### src/rtl/ptc_code_ctrl.sv
//==============================================================================
// ptc_code_ctrl : FMDLL PTC delay-code generator (SAR fast lock + filtered tracking)
// Revision      : 1.0
//==============================================================================
`default_nettype none

module ptc_code_ctrl #(
    parameter int CODE_W   = 10,
    parameter int FILT_TH  = 4,
    parameter int LOCK_CNT = 4
) (
    input  logic              clk,
    input  logic              rst_n,
    input  logic              en,
    input  logic              start,
    input  logic              pd_valid,
    input  logic              pd_up,
    input  logic              pd_dn,
    output logic [CODE_W-1:0] Q,
    output logic              q_upd,
    output logic              locked,
    output logic [1:0]        state
);

    typedef enum logic [1:0] {
        ST_IDLE  = 2'd0,
        ST_SAR   = 2'd1,
        ST_TRACK = 2'd2
    } state_t;

    localparam int IDX_W  = $clog2(CODE_W);
    localparam int FILT_W = 5;
    localparam int CNT_W  = 4;

    localparam logic [CODE_W-1:0]        C_SAR_INIT = {1'b1, {(CODE_W-1){1'b0}}};
    localparam logic [CODE_W-1:0]        C_CODE_MAX = '1;
    localparam logic [IDX_W-1:0]         C_IDX_MSB  = IDX_W'(CODE_W - 1);
    localparam logic signed [FILT_W-1:0] C_FILT_POS = FILT_W'(FILT_TH);
    localparam logic signed [FILT_W-1:0] C_FILT_NEG = -C_FILT_POS;
    localparam logic [CNT_W-1:0]         C_LOCK     = CNT_W'(LOCK_CNT);

    state_t                     state_q, state_d;
    logic [CODE_W-1:0]          code_q, code_d;
    logic                       upd_q, upd_d;
    logic                       locked_q, locked_d;
    logic [IDX_W-1:0]           idx_q, idx_d;
    logic signed [FILT_W-1:0]   filt_q, filt_d;
    logic [CNT_W-1:0]           cnt_q, cnt_d;
    logic                       dir_vld_q, dir_vld_d;
    logic                       dir_up_q, dir_up_d;

    logic                       sample_w;
    logic signed [FILT_W-1:0]   filt_nxt_w;
    logic                       step_up_w;
    logic                       step_dn_w;
    logic                       step_ok_w;

    // A sample only counts when the detector gives an unambiguous direction.
    assign sample_w   = pd_valid & (pd_up ^ pd_dn);
    assign filt_nxt_w = pd_up ? (filt_q + 5'sd1) : (filt_q - 5'sd1);
    assign step_up_w  = (filt_nxt_w == C_FILT_POS);
    assign step_dn_w  = (filt_nxt_w == C_FILT_NEG);
    assign step_ok_w  = step_up_w ? (code_q != C_CODE_MAX) : (code_q != '0);

    always_ff @(posedge clk) begin
        if (!rst_n) begin
            state_q   <= ST_IDLE;
            code_q    <= '0;
            upd_q     <= 1'b0;
            locked_q  <= 1'b0;
            idx_q     <= C_IDX_MSB;
            filt_q    <= '0;
            cnt_q     <= '0;
            dir_vld_q <= 1'b0;
            dir_up_q  <= 1'b0;
        end else begin
            state_q   <= state_d;
            code_q    <= code_d;
            upd_q     <= upd_d;
            locked_q  <= locked_d;
            idx_q     <= idx_d;
            filt_q    <= filt_d;
            cnt_q     <= cnt_d;
            dir_vld_q <= dir_vld_d;
            dir_up_q  <= dir_up_d;
        end
    end

    always_comb begin
        state_d   = state_q;
        code_d    = code_q;
        upd_d     = 1'b0;
        locked_d  = locked_q;
        idx_d     = idx_q;
        filt_d    = filt_q;
        cnt_d     = cnt_q;
        dir_vld_d = dir_vld_q;
        dir_up_d  = dir_up_q;

        if (!en) begin
            state_d   = ST_IDLE;
            locked_d  = 1'b0;
            filt_d    = '0;
            cnt_d     = '0;
            dir_vld_d = 1'b0;
        end else if (start) begin
            state_d   = ST_SAR;
            code_d    = C_SAR_INIT;
            idx_d     = C_IDX_MSB;
            upd_d     = 1'b1;
            locked_d  = 1'b0;
            filt_d    = '0;
            cnt_d     = '0;
            dir_vld_d = 1'b0;
        end else if (sample_w) begin
            case (state_q)
                ST_SAR: begin
                    // Resolve the trial bit, then arm the next lower bit as trial.
                    if (pd_dn) begin
                        code_d[idx_q] = 1'b0;
                    end
                    if (idx_q != '0) begin
                        code_d[idx_q - 1'b1] = 1'b1;
                        idx_d                = idx_q - 1'b1;
                    end else begin
                        state_d   = ST_TRACK;
                        filt_d    = '0;
                        cnt_d     = '0;
                        dir_vld_d = 1'b0;
                    end
                    upd_d = (code_d != code_q);
                end
                ST_TRACK: begin
                    filt_d = filt_nxt_w;
                    if (step_up_w || step_dn_w) begin
                        filt_d = '0;
                        // A step blocked at either end of the code range is discarded
                        // entirely so it cannot disturb the reversal history.
                        if (step_ok_w) begin
                            code_d    = step_up_w ? (code_q + 1'b1) : (code_q - 1'b1);
                            upd_d     = 1'b1;
                            dir_vld_d = 1'b1;
                            dir_up_d  = step_up_w;
                            if (dir_vld_q) begin
                                if (step_up_w != dir_up_q) begin
                                    if (cnt_q != C_LOCK) begin
                                        cnt_d = cnt_q + 1'b1;
                                    end
                                    if (cnt_q >= (C_LOCK - 1'b1)) begin
                                        locked_d = 1'b1;
                                    end
                                end else begin
                                    cnt_d    = '0;
                                    locked_d = 1'b0;
                                end
                            end
                        end
                    end
                end
                default: begin
                end
            endcase
        end
    end

    assign Q      = code_q;
    assign q_upd  = upd_q;
    assign locked = locked_q;
    assign state  = state_q;

endmodule

`default_nettype wire

### config.mk
export PLATFORM = sky130hd
export DESIGN_NAME = ptc_code_ctrl
export DESIGN_NICKNAME = d
export VERILOG_FILES = /design/src/rtl/ptc_code_ctrl.sv
export SDC_FILE = /design/constraint.sdc
export NUM_CORES = 1
export LEC_CHECK = 0
export ABC_AREA = 1
export CORE_MARGIN = 1.5
export CORE_UTILIZATION = 64
export DETAILED_ROUTE_END_ITERATION = 7
export PLACE_DENSITY = 0.87
export SETUP_SLACK_MARGIN = 0.4
export SYNTH_ARGS = -nofsm -noshare
export SYNTH_HDL_FRONTEND = slang
export SYNTH_SLANG_ARGS = --single-unit
### constraint.sdc
create_clock -name clk -period 10.2 [get_ports clk]
set_clock_uncertainty 0.15 [all_clocks]
set_input_delay 2.04 -clock clk [delete_from_list [all_inputs] [get_ports clk]]
set_output_delay 2.04 -clock clk [all_outputs]
set_load 0.005 [all_outputs]
Word-level counts from Yosys, hierarchy flattened. Cells that the tools add are included.

Output and inout port bits: 14. Flip-flop bits (word level): 29. Logic and storage cells: 119. Input bits: 7.

Reduce and logical (&&, ||, !) cells: 21. $add $sub $neg: 6. Bitwise operators: 9. $lt $le $gt $ge: 5. Muxes and demuxes: 51. Equality and inequality tests: 17.

Operators by type and width (count): $mux 10 (15); $mux 4 (10); $pmux 10 s2 (1); $mux 1 (16); $mux 5 (3); $reduce_and 6->1 (2); $add 10x1->10 const B (1); $and 10x10->10 (1); $lt 4x5->1 const B (2); $ne 10x10->1 (1); $ne 10x10->1 const B (1); $ne 2x2->1 const B (5); $not 10->10 (1); $or 10x10->10 (1); $pmux 5 s2 (1); $reduce_and 5->1 (2); $reduce_bool 10->1 (1); $sub 10x1->10 const B (1); $ne 3x3->1 const B (3); $reduce_and 3->1 (3); $demux 1 s4 (2); $ge 4x1->1 const B (2); $pmux 4 s2 (1); $reduce_bool 2->1 (4); 24 further kinds (29).

Logic depth before layout (Yosys ltp).
Depth in word-level cells: 21. Gate-level depth with buffers: 20. Mapped depth without buffers: 20.

Worst setup path before layout. OpenSTA, ideal clock, no wires.

Kind: input to register. Start point: in pd_up. End point: reg code_q[6] (netlist: Q[6]). Arrival time: 4.436 ns. Path slack: 5.487 ns. Required time: 9.922 ns. Stages on the path: 18. Buffers on the path: 0. Library setup time: 0.128 ns. Cells stage by stage: inv_1 > fa_1 > nand3_1 > nand2_1 > xor2_1 > nand3_2 > ha_1 > a21oi_1 > nand2_1 > nand2_1 > nand2_1 > a21oi_1 > xor2_1 > nand2_1 > o211ai_1 > nand3_1 > nand2_1 > nor2_1.

Word-level cells in the longest chain between the ends: 8. Elaborated cells between the ends (all ways): 17. Those cells by class: eq/ne: 4; mux: 8; bitwise: 2; reduce/logical: 3.

RTL lines: start: declaration (line 17) `input logic pd_up,`; $mux 5 (line 60) `assign filt_nxt_w = pd_up ? (filt_q + 5'sd1) : (filt_q - 5'sd1);`; $eq 5x4->1 (line 61) `assign step_up_w = (filt_nxt_w == C_FILT_POS);`; $mux 10 (line 140) `code_d = step_up_w ? (code_q + 1'b1) : (code_q - 1'b1);`; $mux 10 (line 139) `if (step_ok_w) begin`; $mux 10 (line 135) `if (step_up_w || step_dn_w) begin`; $pmux 10 s2 (line 116) `case (state_q)`; $mux 10 (line 115) `end else if (sample_w) begin`; $mux 10 (line 106) `end else if (start) begin`; end signal: assignment (line 78) `code_q <= code_d;`; end: declaration (line 43) `logic [CODE_W-1:0] code_q, code_d;`.

Several ways; a longest one is shown, not always the timed one. The select of a mux whose other input is x is not followed. A chain may end at the register's enable or synchronous reset.

Final worst setup path.
Start point: in pd_up. End point: reg code_q[9] (netlist: Q[9]).

The elaborated chain is that of the path after synthesis.

==> metrics.yaml <==
status: "complete, no violations"
syn_inst: 424
crit_chain: "clkdlybuf4s50_1, inv_1, fa_1, nand3_1, nand2_1, xor2_1, nand3_2, ha_1, a21oi_1, inv_1, a21oi_1, nand2_1, a21oi_1, o21bai_1, nand3_1, nand2_1, nor2_1, nor2_1, nor2_1"
path_max_fanout: 12
reg2reg_depth: 17
synth_seq_cells: 29
antenna_found_initial: 0
pwr_density_cell_nw_per_um2: 107
final_common_cell: "nand2_1"
grt_max_degree: 22
num_rows: 23
p_leak_nw: 1.34
gp_congestion: 0.968
diodes: 0
drcViolationCount: 0
numCtsBuffers: 5
holdPathStages: 2
cts_setup_buffers: 0
synth-async-reset-ratio: 0
yosys_warnings: 0
p_sw_frac: 0.308
start_util: 0.663
finalHoldViolations: 0
antenna_left: 0
fillers: 348
post_drt_via_cell_ratio: 5.76
period_share: 0.534
dieArea_um2: 4510
area_delta_synth_final_pct: 13.1
gr-usage-all-layers: 0.334
p_switching_w: 0.0000985
maxCapViolCount: 0
max-slew-margin-rel: 0.431
cpPeakStageDelay_ns: 0.51
max_freq_ghz: 0.184
wl_um: 7170
firstDrtPassIters: 5
fin_hold_ws_ns: 0.326
worstMarginPinSlew_ns: 0.853
clk_latency_ns: 0.29
dieWidth_um: 67.2
critPathLaunch: "pd_up"
ys_types: 38
cts.path.max_buffers: 2
die_h_um: 67.2
port_buffers: 20
synth_ff_type: "dfxtp_1"
hold_path_class: "reg2reg"
rrSetupSlack_ns: 6.83
final_layout_size_suffix_gt1_frac: 0.0427
grt.overflow.total: 0
rsz0062_at_grt: "no"
cp.arrival_ns: 5.53
fin_util: 0.750
critPathKind: "in2reg"
synth_edf_count: 0
slowest_stage: "clkdlybuf4s50_1"
p_clk_frac: 0.402
seq_area_frac_synth: 0.220
synth_area_um2: 2630
wl_per_cell_um: 14.5
synth_fp_nets: 455
tns_ns: 0
drt_iter0_markers: 283
rr_endpoint: "Q[9]"
clock_sink_count: 29
fin_nets: 475
clkTransAtPathRegs_ns: 0.07
cts_hold_buf: 0
period_minus_slack_ns: 5.45
p_comb_frac: 0.216
core_area_um2: 3970
cp-start-kind: "primary input"
clockRootBuffer: "clkbuf_8"
layout_common_cells: "102 x nand2_1, 56 x inv_1, 53 x nor2_1"
worstPathRequired_ns: 10.28
end_kind: "flip-flop"
cts_resized: 0
avgSynthCellArea_um2: 6.21
grt_pass1_vias: 2426
h-tree-depth: 2
seqPwrFrac: 0.382
cts_tree: "done"
internal_power_w: 0.000221
vias: 2853
max-vdd-ir-drop_mv: 0.0671
endpoint: "Q[9]"
setup_violations: 0
ios: 21
dp_hpwl_um: 5230
grt_pass1_wl_um: 11400
report.final.slew_viol_count: 0
r2r_start: "filt_q[0]"
[kinds of logic (layout without fill, tap and decap cells)]
logic type / after synthesis / count (layout) / synth area share
simple gates: 222 / 222 / 0.375
compound gates: 76 / 76 / 0.164
buf+inv: 66 / 87 / 0.0979
flops: 29 / 29 / 0.220
fa+ha+maj: 24 / 24 / 0.120
xor+xnor: 7 / 7 / 0.0233
[power groups by stage]
stage / Sequential [W] / Combinational (W) / Clock (W)
floorplan: 0.000123 / 0.0000486 / 0
global placement: 0.000125 / 0.0000656 / 0
detailed placement: 0.000124 / 0.0000666 / 0
CTS: 0.000122 / 0.0000672 / 0.000130
global route: 0.000123 / 0.0000767 / 0.000137
finish: 0.000122 / 0.0000690 / 0.000129
[how the worst min path moves through the flow]
stage                   start         to  slack, ns
finish                 locked     locked       0.33
global route         dir_up_q   dir_up_q       0.36
CTS                 filt_q[3]  filt_q[3]       0.33
detailed placement  filt_q[3]  filt_q[3]       0.32
global placement       locked     locked       0.28
floorplan              locked     locked       0.29
[critical path, delay by kind of cell]
kind | cells | cell delay [ns]
AND/OR/NAND/NOR | 9 | 0.99
adder cells (fa/ha/maj) | 2 | 0.92
buffers and inverters | 3 | 0.72
AO/OA/AOI/OAI | 4 | 0.63
XOR/XNOR | 1 | 0.23
[layer usage]
metal | part of all wire | global-route usage | vias to the layer above
met5 | 0 | 0 | -
met2 | 0.43 | 0.514 | 136
met3 | 0.078 | 0.0617 | 16
met1 | 0.47 | 0.470 | 1264
li1 | - | - | 1437
met4 | 0.023 | 0.112 | 0
[layout make-up]
cell class,instances,area (um2),area share
flip-flops and latches,29,581,0.195
repair buffers,20,200,0.0672
clock buffers,7,86.3,0.0290
well taps,50,62.6,0.0210
clock inverters,1,30.0,0.0101
multi-input cells,329,1800,0.603
inverters,59,223,0.0748
[cell usage after synthesis, types with 3 or more instances]
library cell,n,area (um2)
a211oi_1,3,22.5
a21oi_1,37,185
clkbuf_1,5,18.8
dfxtp_1,29,581
ha_1,22,275
inv_1,56,210
nand2_1,102,383
nand3_1,41,205
nand4_1,10,62.6
nor2_1,53,199
o211ai_1,5,37.5
o21ai_0,17,85.1
o21ai_1,5,25.0
o31ai_1,3,22.5
xnor2_1,3,26.3
xor2_1,4,35.0
[stage by stage]
step	cells	power [W]	setup WS [ns]	area (um2)
global placement	487	0.000190	4.72	2860
global route	495	0.000336	4.60	2980
detailed placement	487	0.000191	4.60	2860
finish	495	0.000320	4.75	2980
CTS	495	0.000319	4.82	2980
floorplan	424	0.000171	5.49	2630
[registers in the layout, summed over array words and instances (netlist names)]
signal,count
q_upd,1
state,2
Q,10
dir_vld_q,1
idx_q,4
locked,1
filt_q,5
cnt_q,4
dir_up_q,1
Power figures use the tool's default switching activity.
